$ cat config.mk
export PLATFORM = sky130hd
export DESIGN_NAME = oam_dma_ctrl_flat
export DESIGN_NICKNAME = d
export VERILOG_FILES = /design/src/rtl/oam_dma_ctrl_if.sv /design/src/rtl/oam_dma_ctrl.sv /design/src/flat_wrapper.sv
export SDC_FILE = /design/constraint.sdc
export NUM_CORES = 1
export LEC_CHECK = 0
export BUFFER_PORTS_ARGS = -buffer_cell sky130_fd_sc_hd__clkbuf_2
export CORE_ASPECT_RATIO = 1.4
export CORE_MARGIN = 2
export CORE_UTILIZATION = 35
export CTS_BUF_LIST = sky130_fd_sc_hd__clkbuf_4 sky130_fd_sc_hd__clkbuf_8
export DETAILED_ROUTE_END_ITERATION = 6
export PLACE_DENSITY = 0.71
export SLEW_MARGIN = 25
export SYNTH_ARGS = -nofsm -noshare
export SYNTH_HDL_FRONTEND = slang
export SYNTH_SLANG_ARGS = --single-unit
$ cat constraint.sdc
create_clock -name sys_clock -period 5.5 [get_ports sys_clock]
set_clock_uncertainty 0.15 [all_clocks]
set_input_delay 1.1 -clock sys_clock [delete_from_list [all_inputs] [get_ports sys_clock]]
set_output_delay 1.1 -clock sys_clock [all_outputs]
set_load 0.02 [all_outputs]
$ cat src/rtl/oam_dma_ctrl_if.sv
// oam_dma_ctrl_if
//   Groups the CPU-side bus and the shared system-bus drive of the OAM DMA
//   controller.
//   slave  : the DMA controller side (takes CPU bus + bus_din, drives halt/bus)
//   master : the surrounding system (CPU core, memory, bench)
//   Signals:
//     cpu_ce      one-sys_clock strobe per CPU cycle
//     cpu_addr    CPU address bus
//     cpu_dout    CPU write data
//     cpu_rnw     CPU read/not-write
//     bus_din     read data returned from the shared system bus
//     cpu_halt    stalls the CPU while 1
//     bus_addr    shared bus address
//     bus_dout    shared bus write data
//     bus_rnw     shared bus read/not-write
//     dma_active  1 while the DMA owns the bus
interface oam_dma_ctrl_if;
  logic        cpu_ce;
  logic [15:0] cpu_addr;
  logic [7:0]  cpu_dout;
  logic        cpu_rnw;
  logic [7:0]  bus_din;
  logic        cpu_halt;
  logic [15:0] bus_addr;
  logic [7:0]  bus_dout;
  logic        bus_rnw;
  logic        dma_active;

  modport slave (
    input  cpu_ce, cpu_addr, cpu_dout, cpu_rnw, bus_din,
    output cpu_halt, bus_addr, bus_dout, bus_rnw, dma_active
  );

  modport master (
    output cpu_ce, cpu_addr, cpu_dout, cpu_rnw, bus_din,
    input  cpu_halt, bus_addr, bus_dout, bus_rnw, dma_active
  );
endinterface

$ cat src/rtl/oam_dma_ctrl.sv
// oam_dma_ctrl
//   Sprite OAM DMA engine. A CPU write to DMA_REG_ADDR latches a source page,
//   halts the CPU, and copies {page,00}..{page,FF} to OAM_DATA_ADDR as 256
//   read/write pairs, one bus access per CPU cycle (cpu_ce).
//   Ports:
//     sys_clock  system clock, all state on its rising edge
//     rst        asynchronous active-low reset
//     dma        oam_dma_ctrl_if.slave (CPU bus in, shared bus out, halt)
//
//   state    | meaning
//   ---------+---------------------------------------------------------
//   ST_IDLE  | bus passes through from the CPU, watching for the trigger
//   ST_HALT  | CPU stalled; waits for a CPU read cycle (writes can't stall)
//   ST_ALIGN | one dummy read so the first READ lands on a get cycle
//   ST_READ  | reads {page,idx} from the bus into data
//   ST_WRITE | writes data to the OAM data port, advances idx
module oam_dma_ctrl #(
  parameter logic [15:0] DMA_REG_ADDR  = 16'h4014,
  parameter logic [15:0] OAM_DATA_ADDR = 16'h2004
) (
  input logic           sys_clock,
  input logic           rst,
  oam_dma_ctrl_if.slave dma
);

  typedef enum logic [2:0] {
    ST_IDLE  = 3'd0,
    ST_HALT  = 3'd1,
    ST_ALIGN = 3'd2,
    ST_READ  = 3'd3,
    ST_WRITE = 3'd4
  } state_t;

  state_t     state_q, state_d;
  logic [7:0] page_q, page_d;
  logic [7:0] idx_q, idx_d;
  logic [7:0] data_q, data_d;
  logic       parity_q, parity_d;
  logic       cpu_halt_q, cpu_halt_d;
  logic       dma_active_q, dma_active_d;

  always_comb begin
    state_d  = state_q;
    page_d   = page_q;
    idx_d    = idx_q;
    data_d   = data_q;
    parity_d = parity_q;

    if (dma.cpu_ce) begin
      // parity of the current CPU cycle: 0 = get, 1 = put
      parity_d = ~parity_q;
      case (state_q)
        ST_IDLE: begin
          if ((dma.cpu_addr == DMA_REG_ADDR) && !dma.cpu_rnw) begin
            page_d  = dma.cpu_dout;
            idx_d   = 8'h00;
            state_d = ST_HALT;
          end
        end
        ST_HALT: begin
          // a put cycle now means the next cycle is a get: start reading
          if (dma.cpu_rnw) state_d = parity_q ? ST_READ : ST_ALIGN;
        end
        ST_ALIGN: state_d = ST_READ;
        ST_READ: begin
          data_d  = dma.bus_din;
          state_d = ST_WRITE;
        end
        ST_WRITE: begin
          idx_d   = idx_q + 8'd1;
          state_d = (idx_q == 8'hFF) ? ST_IDLE : ST_READ;
        end
        default: state_d = ST_IDLE;
      endcase
    end

    cpu_halt_d   = (state_d != ST_IDLE);
    dma_active_d = (state_d == ST_ALIGN) || (state_d == ST_READ) ||
                   (state_d == ST_WRITE);
  end

  always_ff @(posedge sys_clock or negedge rst) begin
    if (!rst) begin
      state_q      <= ST_IDLE;
      page_q       <= 8'h00;
      idx_q        <= 8'h00;
      data_q       <= 8'h00;
      parity_q     <= 1'b0;
      cpu_halt_q   <= 1'b0;
      dma_active_q <= 1'b0;
    end else begin
      state_q      <= state_d;
      page_q       <= page_d;
      idx_q        <= idx_d;
      data_q       <= data_d;
      parity_q     <= parity_d;
      cpu_halt_q   <= cpu_halt_d;
      dma_active_q <= dma_active_d;
    end
  end

  // Bus drive: passthrough unless the DMA owns the bus. ALIGN issues a
  // harmless read of the first source byte.
  always_comb begin
    dma.bus_addr = dma.cpu_addr;
    dma.bus_dout = dma.cpu_dout;
    dma.bus_rnw  = dma.cpu_rnw;
    if (dma_active_q) begin
      dma.bus_dout = data_q;
      if (state_q == ST_WRITE) begin
        dma.bus_addr = OAM_DATA_ADDR;
        dma.bus_rnw  = 1'b0;
      end else begin
        dma.bus_addr = {page_q, idx_q};
        dma.bus_rnw  = 1'b1;
      end
    end
  end

  assign dma.cpu_halt   = cpu_halt_q;
  assign dma.dma_active = dma_active_q;

endmodule

$ cat src/flat_wrapper.sv
// flat-port wrapper written by rule: the top's interface ports become plain ports
module oam_dma_ctrl_flat 
#(
  parameter logic [15:0] DMA_REG_ADDR  = 16'h4014,
  parameter logic [15:0] OAM_DATA_ADDR = 16'h2004
)
  (sys_clock, rst, dma_cpu_ce, dma_cpu_addr, dma_cpu_dout, dma_cpu_rnw, dma_bus_din, dma_cpu_halt, dma_bus_addr, dma_bus_dout, dma_bus_rnw, dma_dma_active);
  oam_dma_ctrl_if dma_i ();
  input logic sys_clock;
  input logic rst;
  input wire logic [$bits(dma_i.cpu_ce)-1:0] dma_cpu_ce;
  input wire logic [$bits(dma_i.cpu_addr)-1:0] dma_cpu_addr;
  input wire logic [$bits(dma_i.cpu_dout)-1:0] dma_cpu_dout;
  input wire logic [$bits(dma_i.cpu_rnw)-1:0] dma_cpu_rnw;
  input wire logic [$bits(dma_i.bus_din)-1:0] dma_bus_din;
  output wire logic [$bits(dma_i.cpu_halt)-1:0] dma_cpu_halt;
  output wire logic [$bits(dma_i.bus_addr)-1:0] dma_bus_addr;
  output wire logic [$bits(dma_i.bus_dout)-1:0] dma_bus_dout;
  output wire logic [$bits(dma_i.bus_rnw)-1:0] dma_bus_rnw;
  output wire logic [$bits(dma_i.dma_active)-1:0] dma_dma_active;
  assign dma_i.cpu_ce = dma_cpu_ce;
  assign dma_i.cpu_addr = dma_cpu_addr;
  assign dma_i.cpu_dout = dma_cpu_dout;
  assign dma_i.cpu_rnw = dma_cpu_rnw;
  assign dma_i.bus_din = dma_bus_din;
  assign dma_cpu_halt = dma_i.cpu_halt;
  assign dma_bus_addr = dma_i.bus_addr;
  assign dma_bus_dout = dma_i.bus_dout;
  assign dma_bus_rnw = dma_i.bus_rnw;
  assign dma_dma_active = dma_i.dma_active;
  oam_dma_ctrl #(.DMA_REG_ADDR(DMA_REG_ADDR), .OAM_DATA_ADDR(OAM_DATA_ADDR)) u_core (.sys_clock(sys_clock), .rst(rst), .dma(dma_i));
endmodule
==> run_results.csv, run 1 <==
group,metric,value,unit
outcome,status,"complete, no violations",
routing,via_per_inst,4.97,
sta,setup_viol,0,
finish,n_fill_cell,476,
finish,num-nets-final,279,
clock_network,cts_buffer_depth,2,
grt,gr-total-overflow,0,
worst_setup_path,worstPathRequired,4.25,ns
floorplanning,core,4840,sq um
clock_network,numCtsBuffers,5,
worst_setup_path,r2r_end,"u_core.idx_q[0]$_DFFE_PN0P_",
floorplanning,rows,30,
power,swShare,41.5,%
min_path,min_path_type,"reg -> reg",
sta,whs,0.315,ns
finish,instances_no_fill,307,
sta,rsz0062_at_grt,"false",
sta,relSlewSlack,48.5,%
power,p_sw,430,uW
yosys,synthCells,183,
routing,dr.first_iter.drc_count,35,
yosys,synth_edf_count,0,
routing,routed_wl,4020,um
clock_network,root_buffer,"clkbuf_8",
power,seqPwrFrac,34.1,%
routing,wl_per_cell,13.1,um
finish,synthToLayoutAreaGrowth,25.3,%
power,internal_power,608,uW
power,irDropWorstVdd,221,uV
yosys,ys_ff_latch,30,
placement,place_congestion,0.853,
worst_setup_path,critPathKind,"reg -> out",
worst_setup_path,crit_fanout,16,
clock_network,clk_pin_slew,0.06,ns
clock_network,post_cts_buffers,0,
finish,mostFrequentLayoutCells,"clkbuf_2 (62), dfrtp_1 (30), mux2_2 (25)",
clock_network,htree_levels,2,
floorplanning,die_h,87.6,um
worst_setup_path,r2r_cells,5,
power,pwr-share-comb,45.9,%
sta,slew_viol_final,0,
yosys,synth_ff_type,"dfrtp_1",
placement,place_ws,2.08,ns
sta,worstMarginPinSlew,0.767,ns
worst_setup_path,reg2reg_from,"u_core.state_q[2]$_DFF_PN0_",
worst_setup_path,cp-end-kind,"output pin",
grt,grt_max_degree,44,
sta,finalHoldViolations,0,
yosys,ys_warn_count,0,
yosys,syn_nets,220,
routing,vias,1525,
routing,route.detailed.drc,0,
clock_network,clkSinkCount,30,
yosys,syn_area,1750,sq um
finish,final_core_util,45.2,%
worst_setup_path,r2r_setup_slack,3.30,ns
grt,grt_pass1_wl,6710,um
sta,fin_crit,3.17,ns
yosys,synthArstFlopShare,100,%
power,pwr-share-clk,20.1,%
sta,fin_ws,2.33,ns
power,p_leak,0.00109,uW
floorplanning,num_io_pins,63,
clock_network,ctsResizeCount,0,
finish,n_antenna_cell,0,
sta,fin_tns_setup,0,ns
yosys,syn_avg_cell_area,9.54,sq um
clock_network,cts_tree,"yes",
routing,postRouteAntennaNets,0,
sta,max_freq,0.315,GHz
floorplanning,initial_utilization,36.0,%
clock_network,clkLatencyLatePin,0.28,ns
clock_network,hold_buffers,0,
sta,fin_crit_sh,57.7,%
placement,dp.cells,299,
placement,post-dp-hpwl,3070,um
finish,drive_gt1_share,40.7,%
power,pwr_density_cell,475,nW/um^2
floorplanning,die_w,63.7,um
grt,grt_usage,15.5,%
worst_setup_path,critPathArrivalTime,1.92,ns
min_path,hold_path_depth,1,
flow_run,drv_cap,0,
grt,grt_pass1_vias,1402,
yosys,yosysSeqAreaShare,43.0,%
min_path,hold_path_startpoint,"u_core.parity_q$_DFFE_PN0P_",
routing,dr.pass1.iters,4,
min_path,whs_endpoint,"u_core.parity_q$_DFFE_PN0P_",
worst_setup_path,startpoint_type,"flip-flop",
placement,portBuffers,62,
floorplanning,dieArea,5580,sq um
grt,grt_antenna_before_repair,0,
yosys,synth_cell_types,33,
finish,layout_commonest_cell,"clkbuf_2",
-- flip-flops by register name, summed over array words and instances (netlist names) --
| signal | flops |
|---|---|
| u_core.data_q | 8 |
| u_core.idx_q | 8 |
| u_core.page_q | 8 |
| u_core.state_q | 3 |
| u_core.dma.cpu_halt | 1 |
| u_core.dma.dma_active | 1 |
| u_core.parity_q | 1 |
-- final cells by class --
| type | instances | area [sq um] | share of cell area (%) |
|---|---|---|---|
| clock buffer | 8 | 110 | 5.03 |
| inverter | 19 | 71.3 | 3.26 |
| multi-input combinational | 123 | 857 | 39.2 |
| sequential | 30 | 751 | 34.3 |
| tap | 64 | 80.1 | 3.66 |
| timing repair buffer | 63 | 318 | 14.5 |
-- power by group through the flow --
stage          Clock (uW)  Combinational, uW  Sequential [uW]
3_3_place_gp            0                479              355
4_1_cts               213                483              353
6_report              208                476              354
5_1_grt               223                522              364
3_5_place_dp            0                481              357
2_1_floorplan           0                360              342
-- synth_stat cells (3+ instances only) --
master / number / area share [%]
a21oi_1: 5 / 1.4
buf_6: 3 / 1.9
clkbuf_1: 6 / 1.3
dfrtp_1: 30 / 43
inv_1: 19 / 4.1
mux2_2: 25 / 16
nand2_1: 7 / 1.5
nand3_1: 16 / 4.6
nand4_1: 5 / 1.8
nor2_1: 17 / 3.7
o21ai_0: 18 / 5.2
or3_1: 3 / 1.1
xor2_1: 4 / 2.0
-- cells by family (layout without fill, tap and decap cells) --
group                    after synthesis  in the layout  synth area share (%)
AO/OA/AOI/OAI                         30             30                  9.82
XOR/XNOR                               6              6                  3.01
adder cells (fa/ha/maj)                1              1                 0.717
buffers and inverters                 30             90                  7.89
flip-flops                            30             30                  43.0
multiplexers                          26             26                  16.7
AND/OR/NAND/NOR                       60             60                  18.9
-- critical path, cell delays in order (launching register included) --
cell and delay [ns]:
dfrtp_1 0.49, nor2_1 0.25, nand2_1 0.40, nand3_1 0.22, o21ai_0 0.11, clkbuf_2 0.18
-- how the worst max path moves through the flow --
stage                                     start                           to  slack (ns)  cells past startpoint
floorplan                       dma_cpu_addr[7]              dma_bus_addr[7]        2.63                      2
global placement                dma_cpu_addr[1]  u_core.idx_q[0]$_DFFE_PN0P_        2.20                      6
detailed placement              dma_cpu_addr[1]  u_core.idx_q[0]$_DFFE_PN0P_        2.08                      6
CTS                 u_core.state_q[1]$_DFF_PN0_             dma_bus_addr[14]        2.34                      5
global route        u_core.state_q[1]$_DFF_PN0_             dma_bus_addr[14]        2.18                      5
finish              u_core.state_q[1]$_DFF_PN0_             dma_bus_addr[14]        2.33                      5
-- per-layer routing --
layer | global-route usage, % | up-vias | routed length (um)
met5 | 0 | - | 0
met4 | 7.11 | 0 | 80
met3 | 2.83 | 6 | 224
met2 | 25.6 | 60 | 1960
met1 | 19.8 | 710 | 1760
li1 | - | 749 | -
-- through the flow --
step / total power, uW / cell area, sq um
6_report: 1040 / 2190
2_1_floorplan: 702 / 1750
3_3_place_gp: 834 / 2080
4_1_cts: 1050 / 2190
5_1_grt: 1110 / 2190
3_5_place_dp: 838 / 2080
No activity file was read; power rests on OpenSTA's default activity.
==> inputs of run 2 (changes only) <==
- PLACE_DENSITY: 0.71 -> 0.73
- clock period: 5.5 -> 2.8 ns (I/O delays scaled with it)
==> run 2 against run 1 <==
Effect of this change: worst setup slack got worse by 2.1 ns; sequential share of layout area did not move; global-route usage is 0.40 points higher; critical path depth is the same; via count down 0.13%; final area unchanged; largest power group unchanged.
==> run_results.csv, run 2 (same netlist as run 1, synthesis figures left out) <==
group,metric,value,unit
placement,portBuffers,62,
floorplanning,die_h,87.6,um
clock_network,hold_buffers,0,
sta,worstMarginPinSlew,0.714,ns
worst_setup_path,crit_fanout,16,
worst_setup_path,r2r_end,"u_core.dma.cpu_halt$_DFF_PN0_",
finish,layout_commonest_cell,"clkbuf_2",
worst_setup_path,critPathArrivalTime,1.87,ns
finish,mostFrequentLayoutCells,"clkbuf_2 (62), dfrtp_1 (30), mux2_2 (25)",
sta,rsz0062_at_grt,"false",
worst_setup_path,worst_path_largest_cell_delay,0.48,ns
grt,grt_max_degree,41,
clock_network,clkLatencyLatePin,0.28,ns
floorplanning,rows,30,
routing,wl_per_cell,13.2,um
min_path,min_path_type,"in -> async",
finish,n_antenna_cell,0,
flow_run,drv_cap,0,
clock_network,clkSinkCount,30,
routing,via_per_inst,4.93,
clock_network,htree_levels,2,
clock_network,cts_tree,"yes",
sta,relSlewSlack,52.4,%
sta,setup_viol,0,
routing,routed_wl,4080,um
routing,vias,1523,
sta,finalHoldViolations,0,
clock_network,cts_buffer_depth,2,
worst_setup_path,critPathKind,"reg -> out",
worst_setup_path,cp-startpoint,"u_core.state_q[1]$_DFF_PN0_",
finish,top_regs,"u_core.data_q (8), u_core.idx_q (8), u_core.page_q (8)",
worst_setup_path,startpoint_type,"flip-flop",
grt,gr-total-overflow,0,
clock_network,root_buffer,"clkbuf_8",
grt,grt_pass1_wl,6850,um
floorplanning,die_w,63.7,um
power,p_leak,0.00110,uW
worst_setup_path,r2r_setup_slack,0.84,ns
worst_setup_path,reg2reg_from,"u_core.idx_q[0]$_DFFE_PN0P_",
floorplanning,initial_utilization,36.0,%
sta,fin_tns_setup,0,ns
placement,post-dp-hpwl,3110,um
placement,placed_cell_area,2090,sq um
routing,postRouteAntennaNets,0,
outcome,status,"complete, no violations",
sta,max_freq,0.388,GHz
grt,grt_pass1_vias,1432,
clock_network,ctsResizeCount,0,
worst_setup_path,crit_slowest_cell,"dfrtp_1",
worst_setup_path,r2r_cells,5,
grt,grt_antenna_before_repair,0,
sta,fin_crit,2.58,ns
finish,drive_gt1_share,41.2,%
floorplanning,dieArea,5580,sq um
routing,route.detailed.drc,0,
routing,dr.first_iter.drc_count,27,
clock_network,post_cts_buffers,0,
sta,fin_crit_sh,92.0,%
power,pwr_density_cell,915,nW/um^2
placement,place_congestion,0.859,
floorplanning,num_io_pins,63,
worst_setup_path,cp_cell_sequence,"nor2_1 > nand2_1 > nand3_1 > o21ai_0 > clkbuf_2",
worst_setup_path,cp-end-kind,"output pin",
sta,slew_viol_final,0,
finish,num-nets-final,281,
grt,grt_usage,15.9,%
finish,design_area,2190,sq um
worst_setup_path,worstPathRequired,2.09,ns
clock_network,clk_pin_slew,0.07,ns
power,irDropWorstVdd,544,uV
clock_network,numCtsBuffers,5,
finish,synthToLayoutAreaGrowth,25.3,%
routing,dr.pass1.iters,6,
floorplanning,core,4840,sq um
finish,n_fill_cell,480,
==> run 2: how the worst max path moves through the flow <==
stage                                              end  slack [ns]  depth (start not counted)
after detailed placement   u_core.idx_q[0]$_DFFE_PN0P_        0.33                          7
after global placement    u_core.page_q[4]$_DFFE_PN0P_        0.38                          6
after CTS                             dma_bus_addr[15]        0.22                          5
after floorplan           u_core.page_q[2]$_DFFE_PN0P_        0.64                          5
after global routing                  dma_bus_addr[12]        0.02                          5
final                                 dma_bus_addr[15]        0.22                          5
==> run 2: power by group <==
part | switching (uW) | total (uW) | internal [uW] | leakage [uW]
sequential | 135 | 705 | 570 | 0.000382
clock | 160 | 367 | 208 | 0.0000517
combinational | 553 | 929 | 376 | 0.000665
==> run 2: cell type report <==
cell class                      instances  area (sq um)  share of cell area, %
Multi-Input combinational cell        123           857                   39.2
Sequential cell                        30           751                   34.3
Timing Repair Buffer                   65           333                   15.2
Clock buffer                            7          90.1                   4.12
Tap cell                               64          80.1                   3.66
Inverter                               19          71.3                   3.26
Clock inverter                          1          5.00                  0.229
==> run 2: layer usage <==
| layer | up-vias | global-route usage (%) | part of all wire, % |
|---|---|---|---|
| li1 | 757 | - | - |
| met2 | 52 | 27.5 | 49 |
| met4 | 0 | 7.71 | 1.8 |
| met1 | 706 | 18.8 | 43 |
| met3 | 8 | 3.34 | 5.5 |
| met5 | - | 0 | 0 |
==> run 2: worst max-delay path, delay by kind of cell, from the launching register on <==
family                 cells  cell delay, ns
DFF                        1            0.48
buffers and inverters      1            0.17
and+or+nand+nor            3            0.82
AOI/OAI and AO/OA          1            0.10
==> run 2: through the flow <==
stage                     util [%]  worst slack [ns]  power, uW  hold WS, ns  std cells
after global routing          45.2            0.0241       2140        0.229        309
after floorplan                  -             0.644       1380        0.114        183
after global placement        43.2             0.380       1640        0.309        301
after detailed placement      43.2             0.330       1650        0.308        301
final                         45.2             0.223       2000        0.167        309
after CTS                     45.2             0.217       2020        0.187        309
